$ cat config.mk
export PLATFORM = sky130hd
export DESIGN_NAME = branch_predict_ctrl
export DESIGN_NICKNAME = d
export VERILOG_FILES = /design/src/rtl/branch_predict_ctrl.sv
export SDC_FILE = /design/constraint.sdc
export NUM_CORES = 1
export LEC_CHECK = 0
export CAP_MARGIN = 0
export CORE_ASPECT_RATIO = 1.2
export CORE_MARGIN = 2
export CORE_UTILIZATION = 35
export CTS_BUF_LIST = sky130_fd_sc_hd__clkbuf_8
export CTS_CLUSTER_DIAMETER = 60
export DETAILED_ROUTE_END_ITERATION = 8
export GPL_TIMING_DRIVEN = 0
export PLACE_DENSITY_LB_ADDON = 0.3
export SLEW_MARGIN = 40
export SYNTH_ARGS = -nofsm -noshare
export SYNTH_HDL_FRONTEND = slang
export SYNTH_SLANG_ARGS = --single-unit
$ cat constraint.sdc
create_clock -name CLK -period 6.6 [get_ports CLK]
set_input_delay 1.32 -clock CLK [delete_from_list [all_inputs] [get_ports CLK]]
set_output_delay 1.32 -clock CLK [all_outputs]
set_load 0.03 [all_outputs]
$ cat src/rtl/branch_predict_ctrl.sv
// Branch prediction controller: a direct-mapped table of 2-bit saturating
// counters, fetch-time prediction, training from EX resolutions, and
// misprediction recovery (MISS pulse, FLUSH window, redirect PC).
module branch_predict_ctrl #(
  parameter int INDEX_BITS   = 4,
  parameter int FLUSH_CYCLES = 2,
  parameter int CNT_WIDTH    = 16
) (
  input  logic                 CLK,
  input  logic                 RESET,
  input  logic [31:0]          PC_IF,
  input  logic                 BRANCH_IF,
  output logic                 PREDICTION,
  input  logic                 RESOLVE_VALID,
  input  logic [31:0]          RESOLVE_PC,
  input  logic                 RESOLVE_PRED,
  input  logic                 OUTCOME,
  input  logic [31:0]          TARGET,
  input  logic [31:0]          PC_PLUS4,
  output logic                 MISS,
  output logic                 FLUSH,
  output logic [31:0]          REDIRECT_PC,
  output logic [CNT_WIDTH-1:0] BRANCH_COUNT,
  output logic [CNT_WIDTH-1:0] MISS_COUNT
);

  localparam int ENTRIES = 1 << INDEX_BITS;
  // The down-counter counts the remaining FLUSH cycles after the current one.
  localparam logic [2:0] FLUSH_LOAD = 3'(FLUSH_CYCLES - 1);
  localparam logic [CNT_WIDTH-1:0] CNT_ONE = {{(CNT_WIDTH-1){1'b0}}, 1'b1};

  typedef enum logic [1:0] {
    S_IDLE  = 2'd0,
    S_MISS  = 2'd1,   // first FLUSH cycle, MISS pulse high
    S_FLUSH = 2'd2    // remaining FLUSH cycles
  } state_t;

  state_t                state, state_nxt;
  logic [2:0]            fcnt;
  logic [1:0]            tbl [ENTRIES];
  logic [INDEX_BITS-1:0] if_idx;
  logic [INDEX_BITS-1:0] rs_idx;
  logic                  accept;
  logic                  miss;
  logic [31:0]           redirect_pc;
  logic [CNT_WIDTH-1:0]  branch_cnt;
  logic [CNT_WIDTH-1:0]  miss_cnt;
  logic                  unused_pc_bits;

  // Saturating 2-bit counter update toward the actual direction.
  function automatic logic [1:0] sat_train(input logic [1:0] c, input logic taken);
    if (taken) return (c == 2'b11) ? c : c + 2'd1;
    else       return (c == 2'b00) ? c : c - 2'd1;
  endfunction

  // Performance counter increment that sticks at all-ones.
  function automatic logic [CNT_WIDTH-1:0] sat_inc(input logic [CNT_WIDTH-1:0] v);
    return (&v) ? v : v + CNT_ONE;
  endfunction

  assign if_idx = PC_IF[INDEX_BITS+1:2];
  assign rs_idx = RESOLVE_PC[INDEX_BITS+1:2];

  // Only the index bits of the PCs address the table.
  assign unused_pc_bits = ^{PC_IF[31:INDEX_BITS+2], PC_IF[1:0],
                            RESOLVE_PC[31:INDEX_BITS+2], RESOLVE_PC[1:0]};

  // Resolutions arriving during a flush belong to the squashed path.
  assign accept = RESOLVE_VALID && (state == S_IDLE);
  assign miss   = accept && (OUTCOME != RESOLVE_PRED);

  // Lookup sees the table before any same-cycle training write.
  assign PREDICTION = BRANCH_IF & tbl[if_idx][1];

  // State register.
  always_ff @(posedge CLK) begin
    if (RESET) state <= S_IDLE;
    else       state <= state_nxt;
  end

  // Next-state logic: leave the flush window when the down-counter is exhausted.
  always_comb begin
    state_nxt = state;
    case (state)
      S_IDLE:  if (miss) state_nxt = S_MISS;
      S_MISS:  state_nxt = (fcnt == 3'd0) ? S_IDLE : S_FLUSH;
      S_FLUSH: if (fcnt == 3'd0) state_nxt = S_IDLE;
      default: state_nxt = S_IDLE;
    endcase
  end

  // Output decode from the registered state.
  always_comb begin
    MISS  = (state == S_MISS);
    FLUSH = (state != S_IDLE);
  end

  // Flush-window down-counter, loaded on the miss edge.
  always_ff @(posedge CLK) begin
    if (RESET)                             fcnt <= 3'd0;
    else if (miss)                         fcnt <= FLUSH_LOAD;
    else if (state != S_IDLE && fcnt != 0) fcnt <= fcnt - 3'd1;
  end

  // Counter table: reset to weakly not-taken, trained on accepted resolutions.
  always_ff @(posedge CLK) begin
    if (RESET) begin
      for (int i = 0; i < ENTRIES; i++) tbl[i] <= 2'b01;
    end else if (accept) begin
      tbl[rs_idx] <= sat_train(tbl[rs_idx], OUTCOME);
    end
  end

  // Redirect address captured on the miss edge and held afterwards.
  always_ff @(posedge CLK) begin
    if (RESET)     redirect_pc <= 32'h0;
    else if (miss) redirect_pc <= OUTCOME ? TARGET : PC_PLUS4;
  end

  // Performance counters.
  always_ff @(posedge CLK) begin
    if (RESET) begin
      branch_cnt <= '0;
      miss_cnt   <= '0;
    end else begin
      if (accept) branch_cnt <= sat_inc(branch_cnt);
      if (miss)   miss_cnt   <= sat_inc(miss_cnt);
    end
  end

  assign REDIRECT_PC  = redirect_pc;
  assign BRANCH_COUNT = branch_cnt;
  assign MISS_COUNT   = miss_cnt;

endmodule

# After elaboration in Yosys (flattened, before gate mapping)
# Memory sizes are Yosys's and may differ from the RTL's.
# Cells that the tools add are included.
[totals] register_bits=69 ramBits=32 input_bits=134 output_inout_bits=67 n_memories=1
[memory_table] name="tbl" words=16 width=2 read_ports=2 rd_ports_with_merged_regs=0 write_ports=16 line="40" rtl="logic [1:0] tbl [ENTRIES];"
[op_classes] add_sub_neg=5 n_eq_ne=6 muxes=20 n_reduce_logical=16 bitwise_logic=3
[op_table] operator="$add 16x1->16 const B" n=2
[op_table] operator="$mux 32" n=1
[op_table] operator="$reduce_and 16->1" n=2
[op_table] operator="$mux 2" n=9
[op_table] operator="$mux 1" n=8
[op_table] operator="$pmux 2 s3" n=1
[op_table] operator="$reduce_and 2->1" n=3
[op_table] operator="$eq 2x2->1 const B" n=2
[op_table] operator="$logic_not 2->1" n=2
[op_table] operator="$mux 4" n=1
[op_table] operator="$ne 2x2->1 const B" n=2
[op_table] operator="$reduce_bool 2->1" n=2
[op_table] operator="$reduce_or 2->1" n=2
[op_table] operator="$logic_and 1x1->1" n=3
[op_table] operator="$logic_not 3->1" n=1
[op_table] operator="$reduce_bool 3->1" n=1
[op_table] operator="$sub 3x1->3 const B" n=1
[op_table] operator="$add 2x1->2 const B" n=1
[op_table] operator="$eq 2x1->1 const B" n=1
[op_table] operator="$not 1->1" n=2
[op_table] operator="$sub 2x1->2 const B" n=1
[op_table] operator="$and 1x1->1" n=1
[op_table] operator="$ne 1x1->1" n=1

# Longest topological paths before layout
# Gate-level depths: netlist of the first run.
[logic_depth] depth_word=7 depth_mapped=8 depth_no_buf=6

# Least setup slack after synthesis of the first run
# Ideal clock, no wire load.
[synth_timing] path_kind="input port to output port" start="input PC_IF[2]" end="output PREDICTION" n_path_buf=0 t_required_ns=5.280 arrival_time_ns=2.495 path_stages=3 slack_ns=2.785 path_cell_list="mux4_2 mux4_2 and2_1"
[synth_via] elab_chain_cells=2
[synth_rtl] element="from (decl)" line="11" rtl="input logic [31:0] PC_IF,"
[synth_rtl] element="$mem_v2 16x2"
[synth_rtl] element="$and 1x1->1" line="73" rtl="assign PREDICTION = BRANCH_IF & tbl[if_idx][1];"
[synth_rtl] element="to (decl)" line="13" rtl="output logic PREDICTION,"
# No other way between the ends.

# Worst setup path after layout of the first run
# Ends and elaborated chain as after synthesis.

==> results of run 1 <==
-- metrics by stage --
step | total power [mW] | instance area (um^2) | instances | setup WS [ns] | util
floorplan | 0.855 | 5100 | 496 | 2.78 | -
global placement | 0.973 | 6720 | 811 | 1.57 | 0.470
detailed placement | 0.979 | 6720 | 811 | 1.57 | 0.470
CTS | 1.36 | 6910 | 827 | 1.56 | 0.484
global route | 1.41 | 6910 | 827 | 1.53 | 0.484
finish | 1.35 | 6910 | 827 | 1.58 | 0.484
-- metal layers --
layer | global-route usage | wire [um] | vias to the layer above
li1 | - | - | 2098
met1 | 0.184 | 5050 | 2044
met2 | 0.313 | 6790 | 117
met3 | 0.0374 | 723 | 24
met4 | 0.0738 | 333 | 0
met5 | 0 | 0 | -
-- logic make-up after synthesis --
family                   synth area share
AND/OR/NAND/NOR                     0.227
XOR/XNOR                           0.0429
buffers and inverters              0.0402
multiplexers                        0.128
flip-flops                          0.459
AO/OA/AOI/OAI                      0.0873
adder cells (fa/ha/maj)            0.0152
-- state kept, by name, summed over array words and instances (netlist names) --
signal	count
fcnt	3
state	2
BRANCH_COUNT	16
tbl	32
REDIRECT_PC	32
MISS_COUNT	16
-- critical path, delay by kind of cell --
kind	cells	cell delay (ns)
and+or+nand+nor	1	0.17
buffers and inverters	2	1.20
muxes	2	1.01
-- worst paths after layout --
path              startpoint         endpoint  slack, ns  depth (start not counted)
max                 PC_IF[2]       PREDICTION       1.58                          5
min          REDIRECT_PC[11]  REDIRECT_PC[11]       0.50                          2
max reg2reg         state[0]        tbl[0][0]       4.44                          5
min reg2reg  REDIRECT_PC[11]  REDIRECT_PC[11]       0.50                          2
-- area by class of cell --
| type | instances | area [um^2] |
|---|---|---|
| sequential | 101 | 2340 |
| clock inverter | 7 | 66.3 |
| tap | 175 | 219 |
| clock buffer | 9 | 124 |
| multi-input combinational | 355 | 2560 |
| inverter | 6 | 22.5 |
| buffer | 34 | 183 |
| fill | 1359 | 7380 |
| timing repair buffer | 140 | 1400 |
-- Yosys cell counts, types with 2 or more instances --
master | number | area [um^2]
a211oi_1 | 32 | 240
a21oi_1 | 8 | 40.0
and2_1 | 3 | 18.8
and3_1 | 4 | 25.0
and4_1 | 4 | 35.0
buf_2 | 9 | 45.0
buf_6 | 2 | 22.5
clkbuf_1 | 19 | 71.3
dfxtp_1 | 69 | 1380
edfxtp_1 | 32 | 961
ha_1 | 4 | 50.1
inv_1 | 6 | 22.5
maj3_4 | 2 | 27.5
mux2i_1 | 34 | 340
mux4_1 | 6 | 158
mux4_2 | 7 | 158
nand2_1 | 24 | 90.1
nand2_2 | 7 | 43.8
nand2b_1 | 12 | 75.1
nand3_1 | 17 | 85.1
nand3_2 | 3 | 30.0
nand4_1 | 5 | 31.3
nor2_1 | 73 | 274
nor2_2 | 5 | 31.3
nor2_4 | 2 | 22.5
nor2b_1 | 6 | 37.5
nor3_1 | 13 | 65.1
nor4_1 | 3 | 18.8
nor4_2 | 2 | 25.0
nor4b_1 | 4 | 35.0
nor4b_2 | 2 | 30.0
o2111ai_1 | 3 | 26.3
o211ai_1 | 4 | 30.0
o21ai_0 | 7 | 35.0
o41ai_1 | 2 | 17.5
or2_2 | 11 | 68.8
or3_1 | 4 | 25.0
or3b_1 | 2 | 17.5
or4_1 | 2 | 15.0
xnor2_1 | 13 | 114
xor2_1 | 12 | 105
-- power breakdown --
group | switching (mW) | leakage, nW | internal [mW]
registers | 0.0170 | 0.841 | 0.666
logic | 0.147 | 1.41 | 0.133
clock network | 0.211 | 0.0982 | 0.173
total | 0.375 | 2.35 | 0.973
==> results by group, run 1 <==
Setup path
  • CP Launch Type: input port
  • Crit Path Class: in -> out
  • Crit path max fanout: 4
  • Crit. End Element: output pin
  • Worst path max stage delay: about 0.62 ns
  • Critical-path cell list: clkdlybuf4s50_1 > mux4_2 > mux4_2 > and2_1 > clkdlybuf4s50_1
  • CP Data Required Time: 5.28 ns
  • Slowest CP cell: clkdlybuf4s50_1
  • CP arrival: roughly 3.7 ns

GRT
  • Total GRT Usage: 0.169
  • Vias in the first global route: ~4400
  • Grt ovf: 0
  • Pin count of the biggest net entering global routing: 17
  • Initial antenna violation count: 0
  • First-pass GRT wire length: between 20000 and 25000 um

Power
  • Pleak: ~2.3 nW
  • VDD IR max: 118 uV
  • PwrDens: 195 nW/um^2

Yosys
  • Post-synth EDFFs: 32
  • Flops & latches, synth: slightly above 100
  • Sequential cell area fraction in the yosys report: 0.459
  • Syn Inst Count: between 400 and 500
  • Asr flop ratio synth: 0
  • Synth Cell Area: roughly 5100 um^2
  • YS warnings: 0
  • Ys flop type: dfxtp_1
  • Syn Area/Cell: 10.3 um^2
  • Synth cell types: between 50 and 60
  • Syn Nets: between 600 and 700

Floorplan
  • Initial Utilization: 0.357
  • Die area: approximately 16000 um^2
  • Die H: approximately 140 um
  • CORE AREA: about 14000 um^2
  • Rows: 48
  • Number of I/O pins: 201
  • Die W: 114 um

Detailed routing
  • Routed length per instance: about 16 um
  • DRC viols: 0
  • DR vias: ~4300
  • Via/cell ratio: approximately 5.2
  • Post-DRT Antenna Nets: 0
  • Initial DRC count: approximately 150
  • Final WL: roughly 13000 um
  • Initial DRT Pass Iterations: 4

Timing
  • Final min period: ~5 ns
  • Worst-Margin Slew: slightly above 0.7 ns
  • Peak Freq: about 200 MHz
  • Setup-failing EPs final: 0
  • Total negative slack: 0 ns
  • Unrepaired setup endpoints after global routing: no
  • Final Hold Fails: 0
  • Relative slew slack: 0.520
  • WHS: around 0.5 ns
  • Period utilization: 0.760
  • Skew final: about 0.012 ns
  • Max Slew Vio Count: 0

Clock network
  • TritonCTS clock tree: yes
  • CTS Buffer Depth: 2
  • Resize count post-CTS: 0
  • H-tree Lvls: 3
  • Clock sinks: ~100
  • CTS buffer count: 9
  • Clk slew on worst S/H paths: about 0.1 ns
  • CTS Hold Bufs: 0
  • # Post-CTS Setup Buffers: 0
  • Clk Latency, worst-skew pair: approximately 0.37 ns
  • Root buf cell: clkbuf_8

Flow run
  • Max Cap Violations: 0

Placed design
  • Port Buffer Count: 140
  • Placer congestion estimate: 0.813
  • DP HPWL: about 10000 um

Layout
  • Most frequent cells in the layout: clkdlybuf4s50_1, nor2_1, dfxtp_1, mux2i_1
  • Area grow syn2layout: 35.5%
  • Fraction of layout cells with a size suffix above 1: 0.113
  • Most common cell after layout, fill and taps aside: clkdlybuf4s50_1
  • ANT cells: 0
  • Final nets: just under 800

Hold path
  • HP Class: reg -> reg

Outcome
  • Status: complete, no violations
No activity file was read; power rests on OpenSTA's default activity.
==> run 2: changes to the inputs <==
clock period = 4.7 ns   (was 6.6 ns; I/O delays follow)
==> results of run 2 <==
Same layout as run 1 (identical final DEF). Status: complete, no violations.
Main changes from that run: setup slack after placement 1.57 ns -> 0.428 ns; setup slack after layout 1.58 ns -> 0.444 ns; register-to-register setup slack 4.44 ns -> 2.54 ns; total power 1.35 mW -> 1.89 mW; worst IR drop on VDD 118 uV -> 166 uV
==> run 3: changes to the inputs <==
TNS_END_PERCENT = 50   (was unset)
==> results of run 3 <==
Same layout as run 1 (identical final DEF). Status: complete, no violations.
Main changes from that run: setup slack after placement 1.57 ns -> 0.428 ns; setup slack after layout 1.58 ns -> 0.444 ns; register-to-register setup slack 4.44 ns -> 2.54 ns; total power 1.35 mW -> 1.89 mW; worst IR drop on VDD 118 uV -> 166 uV
